`config.mk`:
```
export PLATFORM = sky130hd
export DESIGN_NAME = booth_core_flat
export DESIGN_NICKNAME = d
export VERILOG_FILES = /design/src/rtl/booth_pkg.sv /design/src/rtl/booth_if.sv /design/src/rtl/booth_addsub.sv /design/src/rtl/booth_core.sv /design/src/flat_wrapper.sv
export SDC_FILE = /design/constraint.sdc
export NUM_CORES = 1
export LEC_CHECK = 0
export CORE_ASPECT_RATIO = 0.6
export CORE_MARGIN = 10
export CORE_UTILIZATION = 35
export DETAILED_ROUTE_END_ITERATION = 10
export PLACE_DENSITY = 0.55
export SLEW_MARGIN = 20
export SYNTH_ARGS = -nofsm -noshare
export SYNTH_HDL_FRONTEND = slang
export SYNTH_HIERARCHICAL = 1
export SYNTH_SLANG_ARGS = --single-unit
```
`constraint.sdc`:
```
create_clock -name clk -period 6.8 [get_ports clk]
set_input_delay 1.02 -clock clk [delete_from_list [all_inputs] [get_ports clk]]
set_output_delay 1.02 -clock clk [all_outputs]
set_load 0.05 [all_outputs]
```
`src/rtl/booth_pkg.sv`:
```
// Shared types and defaults for the radix-2 Booth multiply sequencer.
package booth_pkg;

  localparam int DEF_WIDTH = 4;

  typedef enum logic [1:0] {
    IDLE = 2'd0,
    CALC = 2'd1,
    DONE = 2'd2
  } state_e;

endpackage

```
`src/rtl/booth_if.sv`:
```
// Request/response bundle between the Booth sequencer and its caller.
// The caller side also owns the Mreg multiplicand register feeding m_in.
interface booth_if
  import booth_pkg::*;
#(
  parameter int WIDTH = DEF_WIDTH
);

  logic                 start;
  logic [WIDTH-1:0]     q_in;
  logic [WIDTH-1:0]     m_in;
  logic                 m_load;
  logic                 busy;
  logic                 done;
  logic [2*WIDTH-1:0]   product;

  modport master (
    output start, q_in, m_in,
    input  m_load, busy, done, product
  );

  modport slave (
    input  start, q_in, m_in,
    output m_load, busy, done, product
  );

endinterface

```
`src/rtl/booth_addsub.sv`:
```
// Combinational W-bit adder/subtractor: y = a + b, or a - b when sub_i is set.
// Zero latency, no flow control.
module booth_addsub #(
  parameter int W = 5
) (
  input  logic [W-1:0] a_i,
  input  logic [W-1:0] b_i,
  input  logic         sub_i,
  output logic [W-1:0] y_o
);

  // Two's complement subtract: invert b and inject the +1 as carry-in.
  assign y_o = a_i + (b_i ^ {W{sub_i}}) + W'(sub_i);

endmodule

```
`src/rtl/booth_core.sv`:
```
// Radix-2 signed Booth multiply sequencer; product valid WIDTH+1 cycles after accept.
// Starts are accepted only in IDLE/DONE; a start while busy is dropped.
module booth_core
  import booth_pkg::*;
#(
  parameter int WIDTH = DEF_WIDTH
) (
  input  logic   clk,
  input  logic   rst,
  booth_if.slave bus
);

  localparam int CW = (WIDTH > 1) ? $clog2(WIDTH) : 1;

  state_e               state_q, state_d;
  logic [WIDTH:0]       a_q, a_d;
  logic [WIDTH-1:0]     q_q, q_d;
  logic                 qm1_q, qm1_d;
  logic [CW-1:0]        cnt_q, cnt_d;
  logic [2*WIDTH-1:0]   prod_q, prod_d;

  logic                 accept;
  logic                 sub;
  logic                 use_sum;
  logic [WIDTH:0]       m_ext;
  logic [WIDTH:0]       sum;
  logic [WIDTH:0]       a_pre;
  logic [WIDTH:0]       a_sh;
  logic [WIDTH-1:0]     q_sh;

  assign accept  = bus.start & (state_q != CALC);
  assign m_ext   = {bus.m_in[WIDTH-1], bus.m_in};
  assign sub     = q_q[0] & ~qm1_q;
  assign use_sum = q_q[0] ^ qm1_q;

  booth_addsub #(
    .W(WIDTH + 1)
  ) u_addsub (
    .a_i   (a_q),
    .b_i   (m_ext),
    .sub_i (sub),
    .y_o   (sum)
  );

  // Arithmetic right shift of {A, Q, q_m1}; the bit leaving Q becomes q_m1.
  assign a_pre = use_sum ? sum : a_q;
  assign a_sh  = {a_pre[WIDTH], a_pre[WIDTH:1]};
  assign q_sh  = {a_pre[0], q_q[WIDTH-1:1]};

  always_comb begin
    state_d = state_q;
    a_d     = a_q;
    q_d     = q_q;
    qm1_d   = qm1_q;
    cnt_d   = cnt_q;
    prod_d  = prod_q;
    case (state_q)
      IDLE, DONE: begin
        if (accept) begin
          state_d = CALC;
          a_d     = '0;
          q_d     = bus.q_in;
          qm1_d   = 1'b0;
          cnt_d   = CW'(WIDTH - 1);
        end else if (state_q == DONE) begin
          state_d = IDLE;
        end
      end
      CALC: begin
        a_d   = a_sh;
        q_d   = q_sh;
        qm1_d = q_q[0];
        cnt_d = cnt_q - CW'(1);
        if (cnt_q == '0) begin
          state_d = DONE;
          prod_d  = {a_sh[WIDTH-1:0], q_sh};
        end
      end
      default: state_d = IDLE;
    endcase
  end

  always_ff @(posedge clk or posedge rst) begin
    if (rst) begin
      state_q <= IDLE;
      a_q     <= '0;
      q_q     <= '0;
      qm1_q   <= 1'b0;
      cnt_q   <= '0;
      prod_q  <= '0;
    end else begin
      state_q <= state_d;
      a_q     <= a_d;
      q_q     <= q_d;
      qm1_q   <= qm1_d;
      cnt_q   <= cnt_d;
      prod_q  <= prod_d;
    end
  end

  assign bus.m_load  = accept;
  assign bus.busy    = (state_q == CALC);
  assign bus.done    = (state_q == DONE);
  assign bus.product = prod_q;

endmodule

```
`src/flat_wrapper.sv`:
```
// flat-port wrapper written by rule: the top's interface ports become plain ports
module booth_core_flat import booth_pkg::*;
#(
  parameter int WIDTH = DEF_WIDTH
)
  (clk, rst, bus_start, bus_q_in, bus_m_in, bus_m_load, bus_busy, bus_done, bus_product);
  booth_if #(.WIDTH(WIDTH)) bus_i ();
  input  logic clk;
  input  logic rst;
  input wire logic [$bits(bus_i.start)-1:0] bus_start;
  input wire logic [$bits(bus_i.q_in)-1:0] bus_q_in;
  input wire logic [$bits(bus_i.m_in)-1:0] bus_m_in;
  output wire logic [$bits(bus_i.m_load)-1:0] bus_m_load;
  output wire logic [$bits(bus_i.busy)-1:0] bus_busy;
  output wire logic [$bits(bus_i.done)-1:0] bus_done;
  output wire logic [$bits(bus_i.product)-1:0] bus_product;
  assign bus_i.start = bus_start;
  assign bus_i.q_in = bus_q_in;
  assign bus_i.m_in = bus_m_in;
  assign bus_m_load = bus_i.m_load;
  assign bus_busy = bus_i.busy;
  assign bus_done = bus_i.done;
  assign bus_product = bus_i.product;
  booth_core #(.WIDTH(WIDTH)) u_core (.clk(clk), .rst(rst), .bus(bus_i));
endmodule
```
-- Yosys cells after proc, flatten, opt, wreduce, memory -nomap -nowiden
Index checks and enable logic that the tools add are counted.
- register bits: 22
- output and inout bits: 11
- bits of input ports: 11
- muxes and demuxes: 13
- bitwise operators: 5
- equal/unequal tests: 6
- add/sub/neg operators: 3
- reductions and logical operators: 7
- operators with widths (cell ; count):
    two-way mux 5 bit ; 2
    one-hot mux 5 bit (2 select lines) ; 1
    two-way mux 2 bit ; 4
    one-hot mux 2 bit (2 select lines) ; 2
    one-hot mux 4 bit (2 select lines) ; 1
    AND reduction 2 bit ; 3
    adder 5 x 1 -> 5 bit ; 1
    adder 5 bit ; 1
    XOR 5 bit ; 1
    logical NOT 2 bit ; 2
    two-way mux 4 bit ; 1
    != test 2 x 1 -> 1 bit, second input constant ; 2
    != test 3 bit, second input constant ; 1
    bitwise AND 1 bit ; 2
    equality test 2 x 1 -> 1 bit, second input constant ; 1
    equality test 2 bit, second input constant ; 1
    != test 2 bit, second input constant ; 1
    one-hot mux 1 bit (2 select lines) ; 1
    nonzero test 2 bit ; 1
    OR reduction 2 bit ; 1
    subtractor 2 x 1 -> 2 bit, second input constant ; 1
    two-way mux 1 bit ; 1
    inverter 1 bit ; 1
    XOR 1 bit ; 1

-- Depth between registers and ports, before layout
Gate-level depths: netlist of the first run.
- depth after elaboration: 7
- gate-level depth with buffers: 10
- mapped depth without buffers: 9

-- By module
The synthesis of the first run kept the hierarchy.
- modules (own cells, without submodules) (module ; sequential area each (um^2) ; times used ; area each (um^2) ; cells each):
    booth_core ; 525.5 ; 1 ; 960.9 ; 84
    booth_addsub ; 0.0 ; 1 ; 217.7 ; 23

-- Least setup slack after synthesis of the first run
Ideal clock, no wire load.
- path kind: input -> register
- start: input bus_m_in[0]
- end: register u_core.a_q[3]
- buffers on the path: 0
- data arrival time: 2.363 ns
- stages on the path: 6
- library setup time: 0.122 ns
- path slack: 4.315 ns
- cells stage by stage: mux2_4 > fa_1 > a21o_1 > a21oi_1 > xnor2_1 > a32o_1
- longest elaborated chain between the ends: 5
- ends and longest elaborated chain (item ; line ; source):
    from (decl) ; flat_wrapper.sv:12 ; input wire logic [$bits(bus_i.m_in)-1:0] bus_m_in;
    XOR 5 bit ; booth_addsub.sv:13 ; assign y_o = a_i + (b_i ^ {W{sub_i}}) + W'(sub_i);
    adder 5 bit ; booth_addsub.sv:13 ;
    adder 5 x 1 -> 5 bit ; booth_addsub.sv:13 ;
    net u_core.sum[4] ; booth_core.sv:26 ; logic [WIDTH:0] sum;
    two-way mux 5 bit ; booth_core.sv:46 ; assign a_pre = use_sum ? sum : a_q;
    one-hot mux 5 bit (2 select lines) ; booth_core.sv:57 ; case (state_q)
    to (signal assigned) ; booth_core.sv:86 ; a_q <= '0;
    to (signal assigned) ; booth_core.sv:93 ; a_q <= a_d;
    to (decl) ; booth_core.sv:16 ; logic [WIDTH:0] a_q, a_d;
The timed path passes the listed nets, and every way through them passes these cells.
A chain may end at the register's enable or synchronous reset.

-- Worst setup path in the final report of the first run
- start: input bus_start
- end: output bus_m_load
- longest elaborated chain between the ends: 1
- ends and longest elaborated chain (item ; line ; source):
    from (decl) ; flat_wrapper.sv:10 ; input wire logic [$bits(bus_i.start)-1:0] bus_start;
    bitwise AND 1 bit ; booth_core.sv:31 ; assign accept = bus.start & (state_q != CALC);
    to (decl) ; flat_wrapper.sv:13 ; output wire logic [$bits(bus_i.m_load)-1:0] bus_m_load;
No other way between the ends.

==> impl_results.md, run 1 <==
- Antenna cells: 0
- Hold wc startpoint: u_core/bus.product[0]
- Peak Freq: 0.278 GHz
- DRC viols: 0
- WL/cell: 14.2 um
- Hold buffers post-CTS: 0
- Reg clk slew, reported paths: 80 ps
- Die span in x: 94.9 um
- Post-route setup slack: 3210 ps
- Slew Limit Fails: 0
- Critical Path AT: 2570 ps
- Final WL: 2420 um
- Hold Path Depth: 2
- Setup WS pre-CTS: 3190 ps
- Final net count: 144
- Commonest non-fill, non-tap cells in the layout: 21 x clkdlybuf4s50_1, 21 x dfrtp_1, 10 x inv_1, 9 x mux2i_1
- Clk_skew: 3.46 ps
- Root Buffer: clkbuf_8
- Reg2reg start: u_core/q_q[0]
- Startpoint types: input port
- Die height: 65.0 um
- Vias/cell: 4.76
- Area Overhead vs Synth: 22.7%
- Rows: 16
- Global-route usage over all layers: 8.35%
- Mapped cell area: 0.00118 sq mm
- Global route total overflow: 0
- TritonRoute pass-1 iters: 4
- Syn_nets: 124
- Max-cap violations: 0
- I/O pin count: 22
- Crit path kind: input port to output port
- DR vias: 814
- FF-to-FF End: u_core/bus.product[7]
- Core Footprint: 0.00324 sq mm
- Gpl congestion: 0.744
- Slew @ Worst Pin: 799 ps
- Initial Util: 36.3%
- CP required: 5780 ps
- FF-to-FF setup slack: 4470 ps
- RSZ-0062 raised after global routing: false
- #FFs+latches synth: 21
- Hold Fails Final Rpt: 0
- Slew HR: 46.6%
- Filler cells: 326
- Number of setup buffers added after CTS: 0
- Yosys Warn Count: 6
- Antenna-violating nets left: 0
- Layout cell share with drive strength beyond 1: 7.94%
- R2R depth: 8
- First-pass GRT wire length: 4120 um
- Antenna violations before repair: 0
- CP Capture Type: output port
- DR iter-0 viols: 20
- Async S/R FF share, synth: 100%
- Clock tree from TritonCTS: built
- Die area: 0.00616 sq mm
- Synth Area per Inst: 11.0 sq um
- Post-synth EDFFs: 0
- Yosys cell types: 32
- Cells after synthesis: 107
- Fin crit share: 52.8%
- Worst skew pair latency: 260 ps
- Worst Hold Endpoint: u_core/bus.product[0]
- Setup TNS Final: 0 ps
- Pin count of the biggest net entering global routing: 22
- Period minus WS final: 3590 ps
- Final setup viols: 0
- Total CTS buffers: 3
- Status: complete, no violations
- CTS resizes: 0
- Hold Path Class: flop to flop
- Hpwl dp: 1850 um
- Clk sinks: 21
- Port Buffers: 21
- Max Fanout on Critical Path: 5
- Synth Flop Type: dfrtp_1
- Vias in the first global route: 823
- Sequential area share after synthesis: 44.6%
- CTS H-tree lvls: 1
- Clock Tree Buf Depth: 2
## worst max-delay path, cell delays in order
cell	delay (ps)
clkdlybuf4s50_1	590
and2_1	160
clkdlybuf4s50_1	800
## worst max path at each step
| stage | from | to | cells past startpoint |
|---|---|---|---|
| detailed placement | bus_start | bus_m_load | 3 |
| global placement | bus_start | bus_m_load | 3 |
| global route | bus_start | bus_m_load | 3 |
| finish | bus_start | bus_m_load | 3 |
| floorplan | bus_m_in[0] | u_core/a_q[3] | 6 |
| CTS | bus_start | bus_m_load | 3 |
## cell usage after synthesis (all sizes together), types with 2 or more instances
cell type / n / area share, %
mux2i: 9 / 7.6
o2bb2ai: 3 / 2.2
xnor2: 3 / 2.2
inv: 10 / 3.2
nand2: 8 / 2.5
o21ai: 8 / 3.4
o22ai: 2 / 1.1
a21oi: 5 / 2.1
dfrtp: 21 / 45
ha: 5 / 5.3
nand2b: 2 / 2.3
and2: 2 / 1.1
mux2: 4 / 4.5
xor2: 5 / 3.7
buf: 5 / 3.4
nor2b: 2 / 1.1
## logic make-up after synthesis
family / after synthesis / share of synthesized area [%]
AOI/OAI and AO/OA: 24 / 13.5
DFF: 21 / 44.6
and+or+nand+nor: 19 / 9.98
buffers and inverters: 16 / 6.90
muxes: 13 / 12.1
xor gates and xnor gates: 8 / 5.95
adders and majority gates: 6 / 7.01
## routing by layer
layer,vias up,wire length [um],GRT usage (%)
met2,17,1020,11.4
met4,0,0,1.12
met1,387,1220,11.4
met5,-,0,0
li1,410,-,-
met3,0,177,4.60
## metrics by stage
step	util (%)	area, sq um	std cells	hold slack [ps]
final	44.6	1450	171	490
after global routing	44.6	1450	171	514
after CTS	44.6	1450	171	496
after detailed placement	43.2	1400	167	473
after global placement	43.2	1400	167	467
after floorplan	-	1180	107	466
## sequential cells by signal (all words and copies together) (netlist names)
signal / count
u_core/cnt_q: 2
u_core/qm1_q: 1
u_core/state_q: 2
u_core/q_q: 4
u_core/a_q: 4
u_core/bus.product: 8
## cell type report
type	instances	area [sq um]	area share (%)
inverters	10	37.5	2.60
flip-flops and latches	21	526	36.3
multi-input cells	70	572	39.5
well taps	45	56.3	3.89
repair buffers	21	210	14.5
clock buffers	4	45.0	3.11
Power of run 1 is not shown: default switching activity piles up to over one toggle a cycle in this logic, so the estimate is an artifact.
==> inputs of run 2 (changes only) <==
==> constraint.sdc (replaced) <==
create_clock -name clk -period 3.68 [get_ports clk]
set_input_delay 0.552 -clock clk [delete_from_list [all_inputs] [get_ports clk]]
set_output_delay 0.552 -clock clk [all_outputs]
set_load 0.05 [all_outputs]
==> impl_results.md, run 2 (same netlist as run 1, synthesis figures left out) <==
- Status: complete, no violations
- Final setup viols: 0
- Fin crit share: 72.3%
- Gpl congestion: 0.784
- Vias/cell: 4.74
- Final WL: 2430 um
- Period minus WS final: 2660 ps
- Global-route usage over all layers: 8.36%
- Slew @ Worst Pin: 810 ps
- Met3 usage: 4.94%
- Critical Path Max Stage Delay: 800 ps
- Slowest CP cell: clkdlybuf4s50_1
- Hold Fails Final Rpt: 0
- WL/cell: 14.2 um
- Most Crowded Layer GR: met2
- Slew HR: 45.9%
- Hold Path Class: flop to flop
- Core Footprint: 0.00324 sq mm
- Peak Freq: 0.376 GHz
- Max Fanout on Critical Path: 5
- Rows: 16
- First-pass GRT wire length: 4150 um
- Vias in the first global route: 864
- CP required: 3130 ps
- Number of setup buffers added after CTS: 0
- Antenna cells: 0
- Delay-heaviest family, CP: buffers and inverters
- Antenna-violating nets left: 0
- Hold buffers post-CTS: 0
- Clock Tree Buf Depth: 2
- Max-cap violations: 0
- Die height: 65.0 um
- Antenna violations before repair: 0
- Slew Limit Fails: 0
- CP Capture Type: output port
- Die area: 0.00616 sq mm
- Crit path kind: input port to output port
- CP dominant cell by count: clkdlybuf4s50_1
- DR vias: 810
- Buf/Inv on CP: 2
- Root Buffer: clkbuf_8
- TritonRoute pass-1 iters: 4
- Total CTS buffers: 3
- Startpoint types: input port
- Hpwl dp: 1810 um
- DR iter-0 viols: 53
- Die span in x: 94.9 um
- RSZ-0062 raised after global routing: false
- Final net count: 144
- CTS H-tree lvls: 1
- Fin cells: 171
- I/O pin count: 22
- Setup WS pre-CTS: 1020 ps
- Reg clk slew, reported paths: 80 ps
- Layout cell share with drive strength beyond 1: 8.73%
- Post-route setup slack: 1020 ps
- DRC viols: 0
- Worst-path cell chain: clkdlybuf4s50_1, and2_1, clkdlybuf4s50_1
- Filler cells: 329
- Area Overhead vs Synth: 22.8%
- Routing usage on met1: 11.2%
- Port Buffers: 21
- Pin count of the biggest net entering global routing: 22
- Worst skew pair latency: 260 ps
- Global route total overflow: 0
- Critical Path AT: 2110 ps
- Setup TNS Final: 0 ps
- Max FFs per register: 8
- Inst Count DP: 167
- Clock tree from TritonCTS: built
- Clk sinks: 21
- Commonest non-fill, non-tap cells in the layout: 21 x clkdlybuf4s50_1, 21 x dfrtp_1, 10 x inv_1, 9 x mux2i_1
- CTS resizes: 0
- Initial Util: 36.3%
- Clk_skew: 1.78 ps
- M2 GR Usage: 11.6%
==> run 2: cell count changes in the layout (fill, tap and decap cells not counted) <==
cell,before,now
clkbuf_1,1,0
clkinv_2,0,1
==> run 2: area by class of cell <==
class | instances | area (sq um) | area share (%)
inverters | 10 | 37.5 | 2.59
clock inverters | 1 | 5.00 | 0.346
multi-input cells | 70 | 572 | 39.5
flip-flops and latches | 21 | 526 | 36.3
well taps | 45 | 56.3 | 3.89
repair buffers | 21 | 210 | 14.5
clock buffers | 3 | 41.3 | 2.85
==> run 2: worst min-delay path, cell delays in order (launching register included) <==
cell     delay [ps]
dfrtp_1         350
nand2_1          40
o21ai_0          60
==> run 2: path summary, 6_finish.rpt <==
kind | cells after the start | endpoint | slack, ps | startpoint
max | 3 | bus_m_load | 1020 | bus_start
min | 2 | u_core/bus.product[0] | 490 | u_core/bus.product[0]
max reg2reg | 8 | u_core/bus.product[7] | 1360 | u_core/q_q[0]
min reg2reg | 2 | u_core/bus.product[0] | 490 | u_core/bus.product[0]
max in group asynchronous | 2 | u_core/cnt_q[0] | 2430 | rst
min in group asynchronous | 2 | u_core/bus.product[2] | 740 | rst
==> run 2: stage by stage <==
stage / instance area [sq um] / util (%) / hold slack [ps]
2_1_floorplan: 1180 / - / 466
3_3_place_gp: 1400 / 43.2 / 468
3_5_place_dp: 1400 / 43.2 / 471
4_1_cts: 1450 / 44.6 / 490
5_1_grt: 1450 / 44.6 / 519
6_report: 1450 / 44.6 / 487
==> run 2: layer usage <==
layer / vias to the layer above / part of all wire, %
met3: 2 / 7.7
met5: - / 0
met1: 381 / 51
li1: 409 / -
met2: 18 / 41
met4: 0 / 0.16
Power of run 2 is left out for the same reason.
